## config.mk

```make
export PLATFORM = sky130hd
export DESIGN_NAME = ins_loader
export DESIGN_NICKNAME = d
export VERILOG_FILES = /design/src/rtl/ins_loader.sv
export SDC_FILE = /design/constraint.sdc
export NUM_CORES = 1
export LEC_CHECK = 0
export BUFFER_PORTS_ARGS = -buffer_cell sky130_fd_sc_hd__buf_2
export CORE_MARGIN = 10
export CORE_UTILIZATION = 45
export CTS_CLUSTER_DIAMETER = 40
export DETAILED_ROUTE_END_ITERATION = 10
export PLACE_DENSITY = 0.79
export SYNTH_ARGS = -nofsm -noshare
export SYNTH_HDL_FRONTEND = slang
export SYNTH_SLANG_ARGS = --single-unit
```

## constraint.sdc

```tcl
create_clock -name CLK -period 2 [get_ports CLK]
set_clock_uncertainty 0.1 [all_clocks]
set_input_delay 0.2 -clock CLK [delete_from_list [all_inputs] [get_ports CLK]]
set_output_delay 0.2 -clock CLK [all_outputs]
set_load 0.01 [all_outputs]
```

## src/rtl/ins_loader.sv

```systemverilog
// Front-panel instruction loader: assembles a 32-bit word from hex nibbles,
// writes it to instruction memory, reads it back and flags mismatches.
// Ports:
//   CLK, RST      clock; synchronous active-low reset
//   load_en       loader mode enable
//   nibble        hex digit from the switches
//   btn_shift     debounced button; rising edge shifts nibble in
//   btn_commit    debounced button; rising edge starts write/verify
//   btn_clear     debounced button; rising edge clears buffer and err
//   R_Ins         memory read data (one cycle after address)
//   WE/W_Ins      memory write strobe and data
//   W_Addr        memory word address
//   buf_word      assembly buffer (display)
//   nib_cnt       nibbles entered, 0..8
//   busy/err/wrap FSM active, sticky mismatch, sticky address wrap
module ins_loader #(
  parameter int ADDR_W = 8
) (
  input  logic              CLK,
  input  logic              RST,
  input  logic              load_en,
  input  logic [3:0]        nibble,
  input  logic              btn_shift,
  input  logic              btn_commit,
  input  logic              btn_clear,
  input  logic [31:0]       R_Ins,
  output logic              WE,
  output logic [31:0]       W_Ins,
  output logic [ADDR_W-1:0] W_Addr,
  output logic [31:0]       buf_word,
  output logic [3:0]        nib_cnt,
  output logic              busy,
  output logic              err,
  output logic              wrap
);

  typedef enum logic [1:0] {
    S_IDLE,
    S_WRITE,
    S_READ,
    S_CHECK
  } state_t;

  state_t            r_state;
  state_t            w_next;
  logic              r_prev_shf;
  logic              r_prev_cmt;
  logic              r_prev_clr;
  logic              r_we;
  logic [31:0]       r_wins;
  logic [ADDR_W-1:0] r_addr;
  logic [31:0]       r_buf;
  logic [3:0]        r_cnt;
  logic              r_err;
  logic              r_wrap;

  logic w_shf_e;
  logic w_cmt_e;
  logic w_clr_e;
  logic w_act;
  logic w_clr;
  logic w_cmt;
  logic w_shf;
  logic w_chk;
  logic w_match;

  assign w_shf_e = btn_shift & ~r_prev_shf;
  assign w_cmt_e = btn_commit & ~r_prev_cmt;
  assign w_clr_e = btn_clear & ~r_prev_clr;

  // Edges are only honoured in IDLE with the loader enabled;
  // clear beats commit beats shift.
  assign w_act = load_en && (r_state == S_IDLE);
  assign w_clr = w_act & w_clr_e;
  assign w_cmt = w_act & ~w_clr_e & w_cmt_e & (r_cnt == 4'd8);
  assign w_shf = w_act & ~w_clr_e & ~w_cmt_e & w_shf_e;

  assign w_chk   = load_en && (r_state == S_CHECK);
  assign w_match = (R_Ins == r_wins);

  always_ff @(posedge CLK) begin
    if (!RST) r_state <= S_IDLE;
    else      r_state <= w_next;
  end

  always_comb begin
    w_next = r_state;
    unique case (r_state)
      S_IDLE:  if (w_cmt) w_next = S_WRITE;
      S_WRITE: w_next = load_en ? S_READ : S_IDLE;
      S_READ:  w_next = load_en ? S_CHECK : S_IDLE;
      S_CHECK: w_next = S_IDLE;
      default: w_next = S_IDLE;
    endcase
  end

  always_ff @(posedge CLK) begin
    if (!RST) begin
      r_prev_shf <= 1'b1;
      r_prev_cmt <= 1'b1;
      r_prev_clr <= 1'b1;
      r_we       <= 1'b0;
      r_wins     <= '0;
      r_addr     <= '0;
      r_buf      <= '0;
      r_cnt      <= '0;
      r_err      <= 1'b0;
      r_wrap     <= 1'b0;
    end else begin
      r_prev_shf <= btn_shift;
      r_prev_cmt <= btn_commit;
      r_prev_clr <= btn_clear;
      r_we       <= (w_next == S_WRITE);
      if (w_cmt) r_wins <= r_buf;
      unique case (1'b1)
        w_clr: begin
          r_buf <= '0;
          r_cnt <= '0;
          r_err <= 1'b0;
        end
        w_shf: begin
          r_buf <= {r_buf[27:0], nibble};
          if (r_cnt != 4'd8) r_cnt <= r_cnt + 4'd1;
        end
        w_chk: begin
          if (w_match) begin
            r_addr <= r_addr + 1'b1;
            if (&r_addr) r_wrap <= 1'b1;
            r_buf  <= '0;
            r_cnt  <= '0;
          end else begin
            r_err  <= 1'b1;
          end
        end
        default: ;
      endcase
    end
  end

  assign WE       = r_we;
  assign W_Ins    = r_wins;
  assign W_Addr   = r_addr;
  assign buf_word = r_buf;
  assign nib_cnt  = r_cnt;
  assign busy     = (r_state != S_IDLE);
  assign err      = r_err;
  assign wrap     = r_wrap;

endmodule
```

# Word level (Yosys, flattened, before mapping)
# Index checks and enable logic that the tools add are counted.
totals:
  register_bits: 84
  inputBits: 42
  out_inout_bits: 80
  elab_cells: 59
op_classes:
  n_addsub: 2
  n_eq_ne: 10
  n_mux: 11
  bitwise: 14
  n_reduce_logical: 11
op_table:
  columns: ["operator", "count"]
  rows:
  - ["32-bit one-hot mux with 3 select lines", 1]
  - ["32-bit == test", 1]
  - ["32-bit two-way mux", 1]
  - ["4-bit one-hot mux with 3 select lines", 1]
  - ["10-bit AND reduction", 1]
  - ["1-bit AND", 9]
  - ["8-bit by 1-bit adder with 8-bit output, second input constant", 1]
  - ["4-bit two-way mux", 2]
  - ["2-bit one-hot mux with 4 select lines", 1]
  - ["2-bit two-way mux", 3]
  - ["2-bit AND reduction", 3]
  - ["1-bit NOT", 5]
  - ["4-bit by 1-bit adder with 4-bit output, second input constant", 1]
  - ["2-bit by 1-bit == test with 1-bit output, second input constant", 2]
  - ["2-bit == test, second input constant", 2]
  - ["4-bit == test, second input constant", 1]
  - ["2-bit by 1-bit != test with 1-bit output, second input constant", 2]
  - ["4-bit != test, second input constant", 1]
  - ["2-bit nonzero test", 2]
  - ["3-bit AND reduction", 1]
  - ["3-bit nonzero test", 1]
  - ["1-bit logical AND", 2]
  - ["2-bit logical NOT", 1]
  - ["2-bit != test, second input constant", 1]
  - ["other kinds (2)", 2]

# Depth between registers and ports, before layout
logic_depth:
  word_depth: 9
  depth_mapped: 9
  ltp_nobuf: 7

# Worst setup path after synthesis
# OpenSTA, ideal clock, no wires.
synth_timing:
  kind: "reg-to-reg"
  from: "register r_wins[21] (netlist: W_Ins[21])"
  to: "register r_buf[10] (netlist: buf_word[10])"
  setup_ns: 0.117
  arrival_ns: 1.747
  required_ns: 1.783
  setup_slack_ns: 0.036
  stages_incl_launch_ff: 7
  n_path_buf: 1
  synth_period_minus_slack_ns: 1.964
  cell_sequence: "dfxtp_1 xor2_1 nor4_2 nand4_2 o311a_4 buf_6 a22o_1"
synth_via:
  elab_chain_len: 3
synth_rtl:
  columns: ["element", "line", "text"]
  rows:
  - ["start, declared", "50", "logic [31:0] r_wins;"]
  - ["start signal, assigned", "114", "if (w_cmt) r_wins <= r_buf;"]
  - ["32-bit == test", "79", "assign w_match = (R_Ins == r_wins);"]
  - ["2-bit by 1-bit != test with 1-bit output (no source line)", null, null]
  - ["2-bit AND reduction (no source line)", null, null]
  - ["end signal, assigned", "122", "r_buf <= {r_buf[27:0], nibble};"]
  - ["end, declared", "52", "logic [31:0] r_buf;"]
# Every way passes these cells.
# A chain may end at the register's enable or synchronous reset.

# Final worst setup path
layout_timing:
  from: "register r_wins[0] (netlist: W_Ins[0])"
  to: "register r_buf[23] (netlist: buf_word[23])"
# Same word-level chain as after synthesis.

==> metrics <==
outcome finished with violations; violations in the final reports setup timing; number of register bits inferred by synthesis 84; HP Class in -> reg; total global-route track usage 0.178; worst slew margin relative to its limit 0.708; residual DRC count 0; WHS Endpoint r_state[1]; area fraction of the dominant cell type after synthesis 0.491; Clock H-tree levels 3; number of placed instances, taps included between 600 and 700; number of global-route vias before repair approximately 3.3k; routed length per instance 16.6 microns; most area-consuming cells after synthesis sky130_fd_sc_hd__dfxtp_1 (49%), sky130_fd_sc_hd__a22o_1 (8.4%), sky130_fd_sc_hd__xor2_1 (8.4%); core area 7330 sq um; start point of the worst hold path load_en; Max Buffers Root-to-Sink 2; max capacitance violation total 0; Worst VDD drop 326 uV; Critical Setup Path Class reg -> reg; Placement Rows 31; Post-CTS Setup Inserts 0; Finish-stage setup viols 45; slack of the critical path -0.189 ns; Period Utilization, post-route 1.09; EDFF count, synth 0; net count of the mapped netlist about 410; Most used DFF post-synth sky130_fd_sc_hd__dfxtp_1; Worst Path Arrival 2.33 ns; Static Leakage 0.00222 uW; cell at the root of the clock tree sky130_fd_sc_hd__clkbuf_8; final weighted congestion in routability-driven placement 0.840; setup repair after global routing missed its margin yes; antenna violations before repair 0; net count reported at finish 569; number of design-rule violations left by the first detailed-router iteration approximately 130; vias per std cell 5.21; Setup crit end kind register; reg-to-reg critical path endpoint buf_word[23]; number of cells on the worst reg-to-reg path 6; number of primary I/O pins ~120; r2r startpoint W_Ins[0]; Fin. Hold Viols 0; beginning of the critical path W_Ins[0]; minimum clock period after layout 2.19 ns; post-synthesis cell count 363; total standard cell area after synthesis 3420 sq um; total number of clock tree sinks 84; critical path fanouts, max 25; wire length of the first global-routing pass 16.6 mm; layout overhead on the synthesized area 36.1%; count of port buffers added during placement ~120; drt total wl 10.4 mm; clock-pin slew on the worst setup and hold paths 0.08 ns; category of the worst setup path launch point register; half-perimeter wire length after detailed placement around 7.9 mm; slack of the worst reg-to-reg path -0.19 ns; number of cells on the worst hold path 2; cell taking the most area after synthesis sky130_fd_sc_hd__dfxtp_1; Antenna Nets Post-Route 0; overall power after layout about 3000 uW; max-slew violation total from the final report 0; non-filler instance count after layout 628; first-pass detailed-route iteration total 4; total vias in the final route 3270; number of synthesis warnings 0; mean instance size in the synthesized netlist 9.43 sq um; number of distinct library cells after synthesis 33; GRT Residual Overflow 0; initial core utilization 0.467; Least-Margin Pin Slew around 0.44 ns; CP required between 2 and 2.5 ns; power density over the cells ~650 nW/um^2; clock insertion delay at the later pin of the skew report 0.36 ns; total of fill cells in the finished design around 600; maximum number of pins on one net before global-route repair 33; area of all sequential standard cells between 1500 and 2000 sq um; worst-case setup slack after placement -0.269 ns; Chip Height 107 microns; area used by multi-input combinational logic 1630 sq um; Inserted Clock Buffers 9; die footprint about 11000 sq um; ratio of cells with drive above 1 in the final layout 0.363; Die X about 110 microns; Async S/R FF share, synth 0; TritonCTS clock tree built; Max Fclk 457 MHz; part of the Yosys area used for sequential elements 0.491; Hold Slack 0.0397 ns; diode insertion count for antenna repair 0
==> cells in the final DEF (no fill, tap or decap), types with 4 or more instances in the layout <==
cell,netlist,routed
sky130_fd_sc_hd__xor2_1,33,33
sky130_fd_sc_hd__buf_2,7,121
sky130_fd_sc_hd__nor4_2,4,6
sky130_fd_sc_hd__nand2_1,72,72
sky130_fd_sc_hd__and3_1,5,5
sky130_fd_sc_hd__a22o_1,33,33
sky130_fd_sc_hd__nand2b_1,11,11
sky130_fd_sc_hd__o311ai_1,0,5
sky130_fd_sc_hd__dlygate4sd3_1,0,7
sky130_fd_sc_hd__o41ai_1,6,6
sky130_fd_sc_hd__a21oi_1,38,38
sky130_fd_sc_hd__nand3_1,6,6
sky130_fd_sc_hd__clkbuf_8,0,10
sky130_fd_sc_hd__inv_1,4,4
sky130_fd_sc_hd__dfxtp_1,84,82
sky130_fd_sc_hd__buf_4,0,41
sky130_fd_sc_hd__nand4_1,4,4
==> final cells by class <==
type / count / area share
Clock buffer: 11 / 0.0303
Clock inverter: 5 / 0.00779
Inverter: 5 / 0.00403
Multi-Input combinational cell: 253 / 0.350
Sequential cell: 84 / 0.361
Tap cell: 99 / 0.0266
Timing Repair Buffer: 171 / 0.220
==> sequential cells by signal, indices dropped and copies added, names as in the netlist, 2 cells and up <==
| name | count |
|---|---|
| W_Addr | 8 |
| W_Ins | 32 |
| buf_word | 32 |
| r_state | 2 |
| nib_cnt | 4 |
==> metrics by stage <==
| step | utilization | area [sq um] | setup TNS, ns |
|---|---|---|---|
| after global placement | 0.599 | 4390 | -11.43 |
| after CTS | 0.635 | 4660 | -6.63 |
| after detailed placement | 0.599 | 4390 | -10.38 |
| after global routing | 0.636 | 4660 | -9.35 |
| after floorplan | - | 3420 | 0 |
| final | 0.636 | 4660 | -6.18 |
==> metal layers <==
metal / track usage / wire length [microns] / up-vias
li1: - / - / 1612
met1: 0.213 / 4450 / 1541
met2: 0.288 / 4960 / 102
met3: 0.0617 / 800 / 15
met4: 0.0648 / 187 / 0
met5: 0 / 0 / -
==> logic make-up (layout without fill, tap and decap cells) <==
| logic type | Yosys count | in the layout | share of synthesized area |
|---|---|---|---|
| AO/OA/AOI/OAI | 90 | 90 | 0.188 |
| XOR/XNOR | 33 | 33 | 0.0844 |
| multiplexers | 3 | 3 | 0.00877 |
| adder cells (fa/ha/maj) | 3 | 3 | 0.0110 |
| buffers and inverters | 26 | 192 | 0.0376 |
| AND/OR/NAND/NOR | 124 | 124 | 0.179 |
| flip-flops | 84 | 84 | 0.491 |
==> Yosys cell counts, types with 5 or more instances <==
master	n
sky130_fd_sc_hd__dfxtp_1	84
sky130_fd_sc_hd__nand2_1	72
sky130_fd_sc_hd__a21oi_1	38
sky130_fd_sc_hd__a22o_1	33
sky130_fd_sc_hd__xor2_1	33
sky130_fd_sc_hd__clkbuf_1	11
sky130_fd_sc_hd__nand2b_1	11
sky130_fd_sc_hd__buf_2	7
sky130_fd_sc_hd__nand3_1	6
sky130_fd_sc_hd__o311ai_0	6
sky130_fd_sc_hd__o41ai_1	6
sky130_fd_sc_hd__and3_1	5
sky130_fd_sc_hd__nor4_1	5
==> how the worst max path moves through the flow <==
stage / cells after the start / end / slack, ns
2_1_floorplan: 6 / buf_word[10] / 0.04
3_3_place_gp: 7 / buf_word[28] / -0.28
3_5_place_dp: 7 / buf_word[18] / -0.27
4_1_cts: 6 / buf_word[23] / -0.19
5_1_grt: 7 / buf_word[13] / -0.24
6_report: 6 / buf_word[23] / -0.19
==> critical path, cell delays in order (launching register included) <==
cell and delay [ns]:
sky130_fd_sc_hd__dfxtp_2 0.33, sky130_fd_sc_hd__xor2_1 0.16, sky130_fd_sc_hd__nor4_2 0.44, sky130_fd_sc_hd__nand4_2 0.22, sky130_fd_sc_hd__o311a_4 0.43, sky130_fd_sc_hd__buf_12 0.16, sky130_fd_sc_hd__a22o_1 0.23
==> what timing repair did <==
item                                    CTS  global route
resized for setup                         8             2
hold buffers                              7             0
pin swaps                                 1             2
endpoints found under the setup margin   45            45
endpoints found under the hold margin     7             0
==> report_power, final <==
group	switching (uW)	internal [uW]
Sequential	16.7	1690
Clock	625	488
Combinational	117	103
Total	759	2280
Note: power is estimated with default switching activity, not from simulation.
